File: src/rtl/muldiv_sequencer.sv
// Iterative RV32M multiply/divide sequencer: shift-add multiply, restoring divide, sign fix-up.
// Define MULDIV_EARLY_OUT_EN to skip the iteration phase for trivial (zero-operand) ops.
module muldiv_sequencer #(
  parameter int unsigned XLEN  = 32,
  parameter int unsigned CNT_W = 6
) (
  input  logic            clk,
  input  logic            rst,
  input  logic            start_i,
  input  logic [2:0]      funct3_i,
  input  logic [XLEN-1:0] a_i,
  input  logic [XLEN-1:0] b_i,
  input  logic            flush_i,
  output logic            ready_o,
  output logic            busy_o,
  output logic            stall_o,
  output logic            done_o,
  output logic [XLEN-1:0] result_o
);

  typedef enum logic [2:0] {StIdle, StPrep, StRun, StFix, StDone} state_e;

  localparam logic [XLEN-1:0] MinNeg = {1'b1, {(XLEN-1){1'b0}}};

  state_e            state_q;
  logic [2:0]        op_q;
  logic [XLEN-1:0]   a_q, b_q, bm_q, hi_q, lo_q, result_q;
  logic              neg_a_q, neg_b_q, done_q;
  logic [CNT_W-1:0]  cnt_q;

  logic              a_sgn, b_sgn, neg_a, neg_b, early;
  logic [XLEN-1:0]   mag_a, mag_b;
  logic [XLEN:0]     mul_sum, div_shift;
  logic              div_ok;
  logic [XLEN-1:0]   div_rem;
  logic [2*XLEN-1:0] prod, prod_s;
  logic [XLEN-1:0]   quo, rem, fix_res;
  logic              b_zero, ovf;

  always_comb begin
    a_sgn = op_q[2] ? ~op_q[0] : (op_q[1:0] != 2'b11);
    b_sgn = op_q[2] ? ~op_q[0] : ~op_q[1];
    neg_a = a_sgn & a_q[XLEN-1];
    neg_b = b_sgn & b_q[XLEN-1];
    mag_a = neg_a ? -a_q : a_q;
    mag_b = neg_b ? -b_q : b_q;
  end

`ifdef MULDIV_EARLY_OUT_EN
  assign early = op_q[2] ? (b_q == '0) : ((a_q == '0) || (b_q == '0));
`else
  assign early = 1'b0;
`endif

  // One iteration of each algorithm; hi_q is the accumulator / partial remainder.
  always_comb begin
    mul_sum   = {1'b0, hi_q} + (lo_q[0] ? {1'b0, bm_q} : '0);
    div_shift = {hi_q, lo_q[XLEN-1]};
    div_ok    = div_shift >= {1'b0, bm_q};
    div_rem   = div_shift[XLEN-1:0] - bm_q;
  end

  always_comb begin
    prod    = {hi_q, lo_q};
    prod_s  = (neg_a_q ^ neg_b_q) ? -prod : prod;
    quo     = (neg_a_q ^ neg_b_q) ? -lo_q : lo_q;
    rem     = neg_a_q ? -hi_q : hi_q;
    b_zero  = (b_q == '0);
    ovf     = ~op_q[0] && (a_q == MinNeg) && (b_q == '1);
    fix_res = '0;
    if (!op_q[2]) begin
      fix_res = (op_q[1:0] == 2'b00) ? prod_s[XLEN-1:0] : prod_s[2*XLEN-1:XLEN];
    end else if (b_zero) begin
      fix_res = op_q[1] ? a_q : '1;
    end else if (ovf) begin
      fix_res = op_q[1] ? '0 : MinNeg;
    end else begin
      fix_res = op_q[1] ? rem : quo;
    end
  end

  always_ff @(posedge clk or posedge rst) begin
    if (rst) begin
      state_q  <= StIdle;
      op_q     <= '0;
      a_q      <= '0;
      b_q      <= '0;
      bm_q     <= '0;
      hi_q     <= '0;
      lo_q     <= '0;
      neg_a_q  <= 1'b0;
      neg_b_q  <= 1'b0;
      cnt_q    <= '0;
      done_q   <= 1'b0;
      result_q <= '0;
    end else begin
      done_q <= 1'b0;
      if (flush_i) begin
        state_q <= StIdle;
      end else begin
        unique case (state_q)
          StIdle: begin
            if (start_i) begin
              op_q    <= funct3_i;
              a_q     <= a_i;
              b_q     <= b_i;
              state_q <= StPrep;
            end
          end
          StPrep: begin
            neg_a_q <= neg_a;
            neg_b_q <= neg_b;
            bm_q    <= mag_b;
            lo_q    <= early ? '0 : mag_a;
            hi_q    <= '0;
            cnt_q   <= '0;
            state_q <= early ? StFix : StRun;
          end
          StRun: begin
            cnt_q <= cnt_q + CNT_W'(1);
            if (op_q[2]) begin
              hi_q <= div_ok ? div_rem : div_shift[XLEN-1:0];
              lo_q <= {lo_q[XLEN-2:0], div_ok};
            end else begin
              hi_q <= mul_sum[XLEN:1];
              lo_q <= {mul_sum[0], lo_q[XLEN-1:1]};
            end
            if (cnt_q == CNT_W'(XLEN - 1)) state_q <= StFix;
          end
          StFix: begin
            result_q <= fix_res;
            done_q   <= 1'b1;
            state_q  <= StDone;
          end
          StDone:  state_q <= StIdle;
          default: state_q <= StIdle;
        endcase
      end
    end
  end

  assign ready_o  = (state_q == StIdle);
  assign busy_o   = (state_q == StPrep) || (state_q == StRun) || (state_q == StFix);
  assign stall_o  = busy_o | (start_i & ready_o);
  assign done_o   = done_q;
  assign result_o = result_q;

endmodule

File: config.mk
export PLATFORM = sky130hd
export DESIGN_NAME = muldiv_sequencer
export DESIGN_NICKNAME = d
export VERILOG_FILES = /design/src/rtl/muldiv_sequencer.sv
export SDC_FILE = /design/constraint.sdc
export NUM_CORES = 1
export LEC_CHECK = 0
export ABC_CLOCK_PERIOD_IN_PS = 8100
export CORE_MARGIN = 2
export CORE_UTILIZATION = 25
export DETAILED_ROUTE_END_ITERATION = 7
export HOLD_SLACK_MARGIN = 0.1
export PLACE_DENSITY = 0.48
export SLEW_MARGIN = 20
export SYNTH_ARGS = -nofsm -noshare
export SYNTH_HDL_FRONTEND = slang
export SYNTH_SLANG_ARGS = --single-unit
File: constraint.sdc
create_clock -name clk -period 8.1 [get_ports clk]
set_clock_uncertainty 0.05 [all_clocks]
set_input_delay 1.62 -clock clk [delete_from_list [all_inputs] [get_ports clk]]
set_output_delay 1.62 -clock clk [all_outputs]
set_load 0.02 [all_outputs]
# Yosys cells after proc, flatten, opt, wreduce, memory -nomap -nowiden
# Cells that the tools add are included.
[classes] n_reduce_logical=13 add_sub_neg=8 muxes=27 n_lt_le_gt_ge=1 eq_ne=9 n_bitwise=8
[ops] operator="32-bit two-way mux" count=15
[ops] operator="32-bit negator" count=4
[ops] operator="32-bit one-hot mux with 2 select lines" count=2
[ops] operator="32-bit equality test, second input constant" count=2
[ops] operator="64-bit two-way mux" count=1
[ops] operator="64-bit negator" count=1
[ops] operator="32-bit by 32-bit adder with 33-bit output" count=1
[ops] operator="33-bit by 32-bit greater-or-equal comparator with 1-bit output" count=1
[ops] operator="32-bit zero test" count=1
[ops] operator="32-bit subtractor" count=1
[ops] operator="3-bit one-hot mux with 4 select lines" count=1
[ops] operator="6-bit one-hot mux with 2 select lines" count=1
[ops] operator="3-bit two-way mux" count=3
[ops] operator="2-bit AND reduction" count=4
[ops] operator="6-bit by 1-bit adder with 6-bit output, second input constant" count=1
[ops] operator="3-bit by 2-bit equality test with 1-bit output, second input constant" count=2
[ops] operator="6-bit by 5-bit equality test with 1-bit output, second input constant" count=1
[ops] operator="3-bit inequality test, second input constant" count=2
[ops] operator="1-bit two-way mux" count=4
[ops] operator="1-bit AND" count=3
[ops] operator="3-bit by 1-bit equality test with 1-bit output, second input constant" count=1
[ops] operator="3-bit zero test" count=1
[ops] operator="1-bit NOT" count=3
[ops] operator="3-bit AND reduction" count=1
[ops] operator="other kinds (7)" count=9
[totals] out_inout_bits=36 reg_bits=207 word_cells=78

# Depth between registers and ports, before layout
[logic_depth] depth_word=6 mapped_depth=15 mapped_depth_nobuf=14

# Worst setup path after synthesis
# OpenSTA, ideal clock, no wires.
[synth_path] kind="input-to-output" from="in start_i" to="out stall_o" n_path_buf=0 path_stages=2 required_time_ns=6.430 setup_slack_ns=4.489 arrival_time_ns=1.941 cell_sequence="nor3_1 -> nor2_1"
[synth_between] elab_chain_len=2
[synth_lines] element="start, declared" line_no="9" rtl="input logic start_i,"
[synth_lines] element="1-bit AND" line_no="144" rtl="assign stall_o = busy_o | (start_i & ready_o);"
[synth_lines] element="1-bit bitwise OR" line_no="144"
[synth_lines] element="end, declared" line_no="16" rtl="output logic stall_o,"
# No other way between the ends.

# Worst setup path in the final report
# Same ends and word-level chain as after synthesis.

==> impl.org <==
** Setup path
- Class of the most critical setup path :: in2out
- Worst R2R Setup Slack :: between 3 and 4 ns
- Cell-by-cell listing of the critical path :: clkdlybuf4s50_1 -> nor3_1 -> nor2_1 -> clkdlybuf4s50_1
- Critical path's top delay family :: buffers and inverters
- Worst path buffer plus inverter count :: 2
- For this run, the slowest stage of the critical path takes ~0.62 ns.
- Data arrives at the worst endpoint at 2.96 ns.
- Critical path required time :: between 6 and 7 ns
- STA classifies the critical path endpoint as a primary output.
- Among all stages on the critical path, the largest delay is contributed by sky130_fd_sc_hd__clkdlybuf4s50_1.
- STA classifies the critical path startpoint as an input port.
- Top cell by count, worst path :: sky130_fd_sc_hd__clkdlybuf4s50_1
- Worst-path fanout max :: 3

** Detailed routing
- Mean number of vias per cell :: 5.29
- For this block, the initial DRC count from the detailed router was approximately 1,200.
- Dividing the detail-routed wire length by the instance count gives ~20 um.
- Residual DRC :: 0
- In this run the remaining antenna-violating nets after routing total 0.
- Before antenna repair, the detailed router went through 7 iterations.
- After detailed routing, the total wire length is 61,100 um.
- Vias after detailed routing :: 15,700

** Clocking
- CTS placed an instance of sky130_fd_sc_hd__clkbuf_16 at the clock tree root.
- TritonCTS created 27 clock buffers.
- CTS tree :: built
- For this design, the sink count on the clock tree is 207.
- Post-CTS Setup Inserts :: 0
- Worst-skew pair later-pin latency :: roughly 0.58 ns
- The clock passes through at most 3 buffers.
- Clock-pin slew was measured on the worst setup and hold paths at ~0.060 ns.
- CTS Hold Buffers Added :: 0
- The number of gates resized after CTS was 0.
- CTS H-Tree Depth :: 1

** Yosys
- Post-synthesis sequential area ratio :: 31.0%
- Counting flops with a built-in enable in the synthesized netlist gives 0.
- Synth Warn # :: 0
- Fraction of synthesis flops using an asynchronous set or reset pin :: 100%
- Averaged over all synthesized cells, the footprint is approximately 8.1 um2.
- Synth Register Bits :: slightly above 200
- Among all flip-flop cells after synthesis, the most frequent one is sky130_fd_sc_hd__dfrtp_1.
- Post-synth net total :: about 2,200
- Number of distinct library cell variants in the gate-level netlist after synthesis :: 77
- Ranked by total cell area, the synthesized netlist is headed by sky130_fd_sc_hd__dfrtp_1, sky130_fd_sc_hd__o21ai_0, sky130_fd_sc_hd__xnor2_1, sky130_fd_sc_hd__ha_1, sky130_fd_sc_hd__nand2_1.
- Mapped Cells :: between 2,000 and 2,500
- Share of the synthesized area in the top cell type :: slightly above 30%
- Cell area after synthesis :: roughly 17,000 um2
- The synthesized design spends more area on one cell type than any other, namely sky130_fd_sc_hd__dfrtp_1.

** Timing
- Number of max-slew violations in the final report :: 0
- Setup repair after global routing left no endpoint under its margin.
- Setup slack on the critical path of the routed design comes to around 3.5 ns.
- At the pin with the least slew margin, the transition time is roughly 1 ns.
- In the finished design, the share of the clock period the worst path needs comes to a little under three fifths.
- The clock period could shrink to between 4 and 5 ns.
- Total of endpoints with negative setup slack in the final report :: 0
- The number of failing hold endpoints at the final stage came to 0.
- Max_slew headroom :: 32.0%
- Achievable clock frequency :: roughly 0.22 GHz
- For the final routed database, the setup TNS stands at 0 ns.

** Floorplanning
- From bottom edge to top edge, the die measures ~260 um.
- Measured along the x axis, the die boundary spans roughly 260 um.
- Rows :: 94
- The region available for standard cell placement spans between 60,000 and 70,000 um2.
- Once the floorplan was initialized, standard cells occupied ~25% of the core.
- The floorplan step defined a die boundary enclosing a little under 70,000 um2.
- In this run the count of I/O pins placed on the die edge is ~110.

** Placement
- The HPWL after detailed placement is between 40,000 and 50,000 um.
- Post-Place Cells :: slightly below 3,000
- Before CTS, the worst setup slack after placement is about 3.1 ns.
- The placed instances occupy a cell area of approximately 19,000 um2.
- Number of input and output port buffers inserted :: 106
- Routability-driven placement congestion ratio :: 0.881

** Finish
- Total number of nets in the final design :: about 2,200
- Filler Cells Inserted :: 7,038
- Once layout is complete, the utilization of the core stands at 29.5%.
- Layout cells sized above 1 :: 8.24%
- From synthesis to final layout, the design area changed by 16.7%.
- Excluding fillers, the count of instances in the completed layout stands at ~3,000.
- Post-layout instance area :: approximately 19,000 um2

** Flow run
- The tool flagged a number of max-cap violations equal to 0.

** GRT
- Total global routing overflow :: 0
- The via count of the first global-routing pass was roughly 16,000.
- Entering global routing, the biggest net connects roughly 110 pins.
- The first global-routing pass estimated approximately 96,000 um of wire.
- In the global route stage, overall resource usage came out at around 18%.
- Antenna violations before repair :: 1

** Pwr
- For this design the ratio of total power to cell area is between 400 and 500 nW/um2.
- Lkg Pwr :: roughly 8.1 nW
- The worst-case IR drop observed on VDD is 0.180 mV.

** Hold path
- The path class of the tightest hold or removal check is reg2reg.

** Status
- The run finished with clean final reports.
[cells in the mapped netlist (8+ instances only)]
cell type and number:
sky130_fd_sc_hd__a211oi_1 23, sky130_fd_sc_hd__a21o_1 32, sky130_fd_sc_hd__a21oi_1 167, sky130_fd_sc_hd__a221oi_1 16, sky130_fd_sc_hd__a22oi_1 11, sky130_fd_sc_hd__a31oi_1 15
sky130_fd_sc_hd__and2_1 9, sky130_fd_sc_hd__and3_1 9, sky130_fd_sc_hd__buf_1 11, sky130_fd_sc_hd__clkbuf_1 128, sky130_fd_sc_hd__dfrtp_1 207, sky130_fd_sc_hd__ha_1 70
sky130_fd_sc_hd__inv_1 65, sky130_fd_sc_hd__mux2_2 71, sky130_fd_sc_hd__mux2i_1 42, sky130_fd_sc_hd__nand2_1 223, sky130_fd_sc_hd__nand2b_1 16, sky130_fd_sc_hd__nand3_1 27
sky130_fd_sc_hd__nand4_1 17, sky130_fd_sc_hd__nor2_1 176, sky130_fd_sc_hd__nor2b_1 9, sky130_fd_sc_hd__nor3_1 33, sky130_fd_sc_hd__nor4_1 17, sky130_fd_sc_hd__o211ai_1 12
sky130_fd_sc_hd__o21a_1 17, sky130_fd_sc_hd__o21ai_0 246, sky130_fd_sc_hd__o22ai_1 8, sky130_fd_sc_hd__o31ai_1 29, sky130_fd_sc_hd__o41ai_1 10, sky130_fd_sc_hd__or2_2 9
sky130_fd_sc_hd__or3_1 23, sky130_fd_sc_hd__or4_1 19, sky130_fd_sc_hd__xnor2_1 125, sky130_fd_sc_hd__xor2_1 77
[where the power goes]
part | leakage, nW | internal, mW | total [mW] | switching (mW)
logic | 5.03 | 2.09 | 5.02 | 2.93
clock network | 0.433 | 0.731 | 1.25 | 0.523
registers | 2.59 | 1.40 | 2.12 | 0.722
total | 8.05 | 4.22 | 8.39 | 4.18
[cell type report]
cell class                      count  area [um2]  area share, %
Multi-Input combinational cell   1651       10800           55.5
Sequential cell                   207        5180           26.6
Timing Repair Buffer              127        1240           6.38
Tap cell                          864        1080           5.55
Clock buffer                       36         769           3.95
Inverter                           66         255           1.31
Clock inverter                     12         135          0.693
Antenna cell                        1        2.50         0.0128
[cell usage in the layout (no fill, tap or decap), drive strengths merged, types with 70 or more instances in the layout]
cell / n
a21oi: 167
clkdlybuf4s50: 106
dfrtp: 207
ha: 70
mux2: 71
nand2: 223
nor2: 176
o21ai: 250
xnor2: 125
xor2: 77
[registers in the layout, indices dropped and copies added, names as in the netlist, 3 cells and up]
signal	flops
a_q	32
b_q	32
bm_q	32
hi_q	32
lo_q	32
result_o	32
cnt_q	6
op_q	3
state_q	3
[layer usage]
layer	routed length [um]	vias up	global-route usage, %
li1	-	7453	-
met1	28500	7663	24.1
met2	28500	472	29.1
met3	2880	83	1.80
met4	1280	0	4.64
met5	0	-	0
[cell families after synthesis]
group	synth area share, %
buffers and inverters	4.67
DFF	31.0
xor gates and xnor gates	10.6
and+or+nand+nor	17.3
adders and majority gates	5.48
muxes	7.31
AOI/OAI and AO/OA	23.6
[worst paths after layout]
kind                                         to           startpoint  depth (start not counted)
hold / removal              bm_q[9]$_DFFE_PP0P_  bm_q[9]$_DFFE_PP0P_                          2
setup reg to reg           hi_q[17]$_DFFE_PP0P_  hi_q[2]$_DFFE_PP0P_                         12
setup / recovery                        stall_o              start_i                          4
min in group asynchronous   bm_q[9]$_DFFE_PP0P_                  rst                          2
hold reg to reg             bm_q[9]$_DFFE_PP0P_  bm_q[9]$_DFFE_PP0P_                          2
max in group asynchronous   a_q[28]$_DFFE_PP0P_                  rst                          3
[per-stage QoR]
step,hold WS [ns],power [mW]
4_1_cts,0.436,8.39
3_3_place_gp,0.417,7.08
5_1_grt,0.462,9.08
6_report,0.430,8.39
3_5_place_dp,0.422,7.09
2_1_floorplan,0.400,5.56
[worst reg2reg max path: cells and delay by family, from the launching register on]
| family | cells | cell delay, ns |
|---|---|---|
| AOI/OAI and AO/OA | 8 | 2.53 |
| adders and majority gates | 1 | 0.43 |
| buffers and inverters | 1 | 0.32 |
| DFF | 1 | 0.50 |
| muxes | 1 | 0.30 |
| and+or+nand+nor | 1 | 0.34 |
Note: power is estimated with default switching activity, not from simulation.
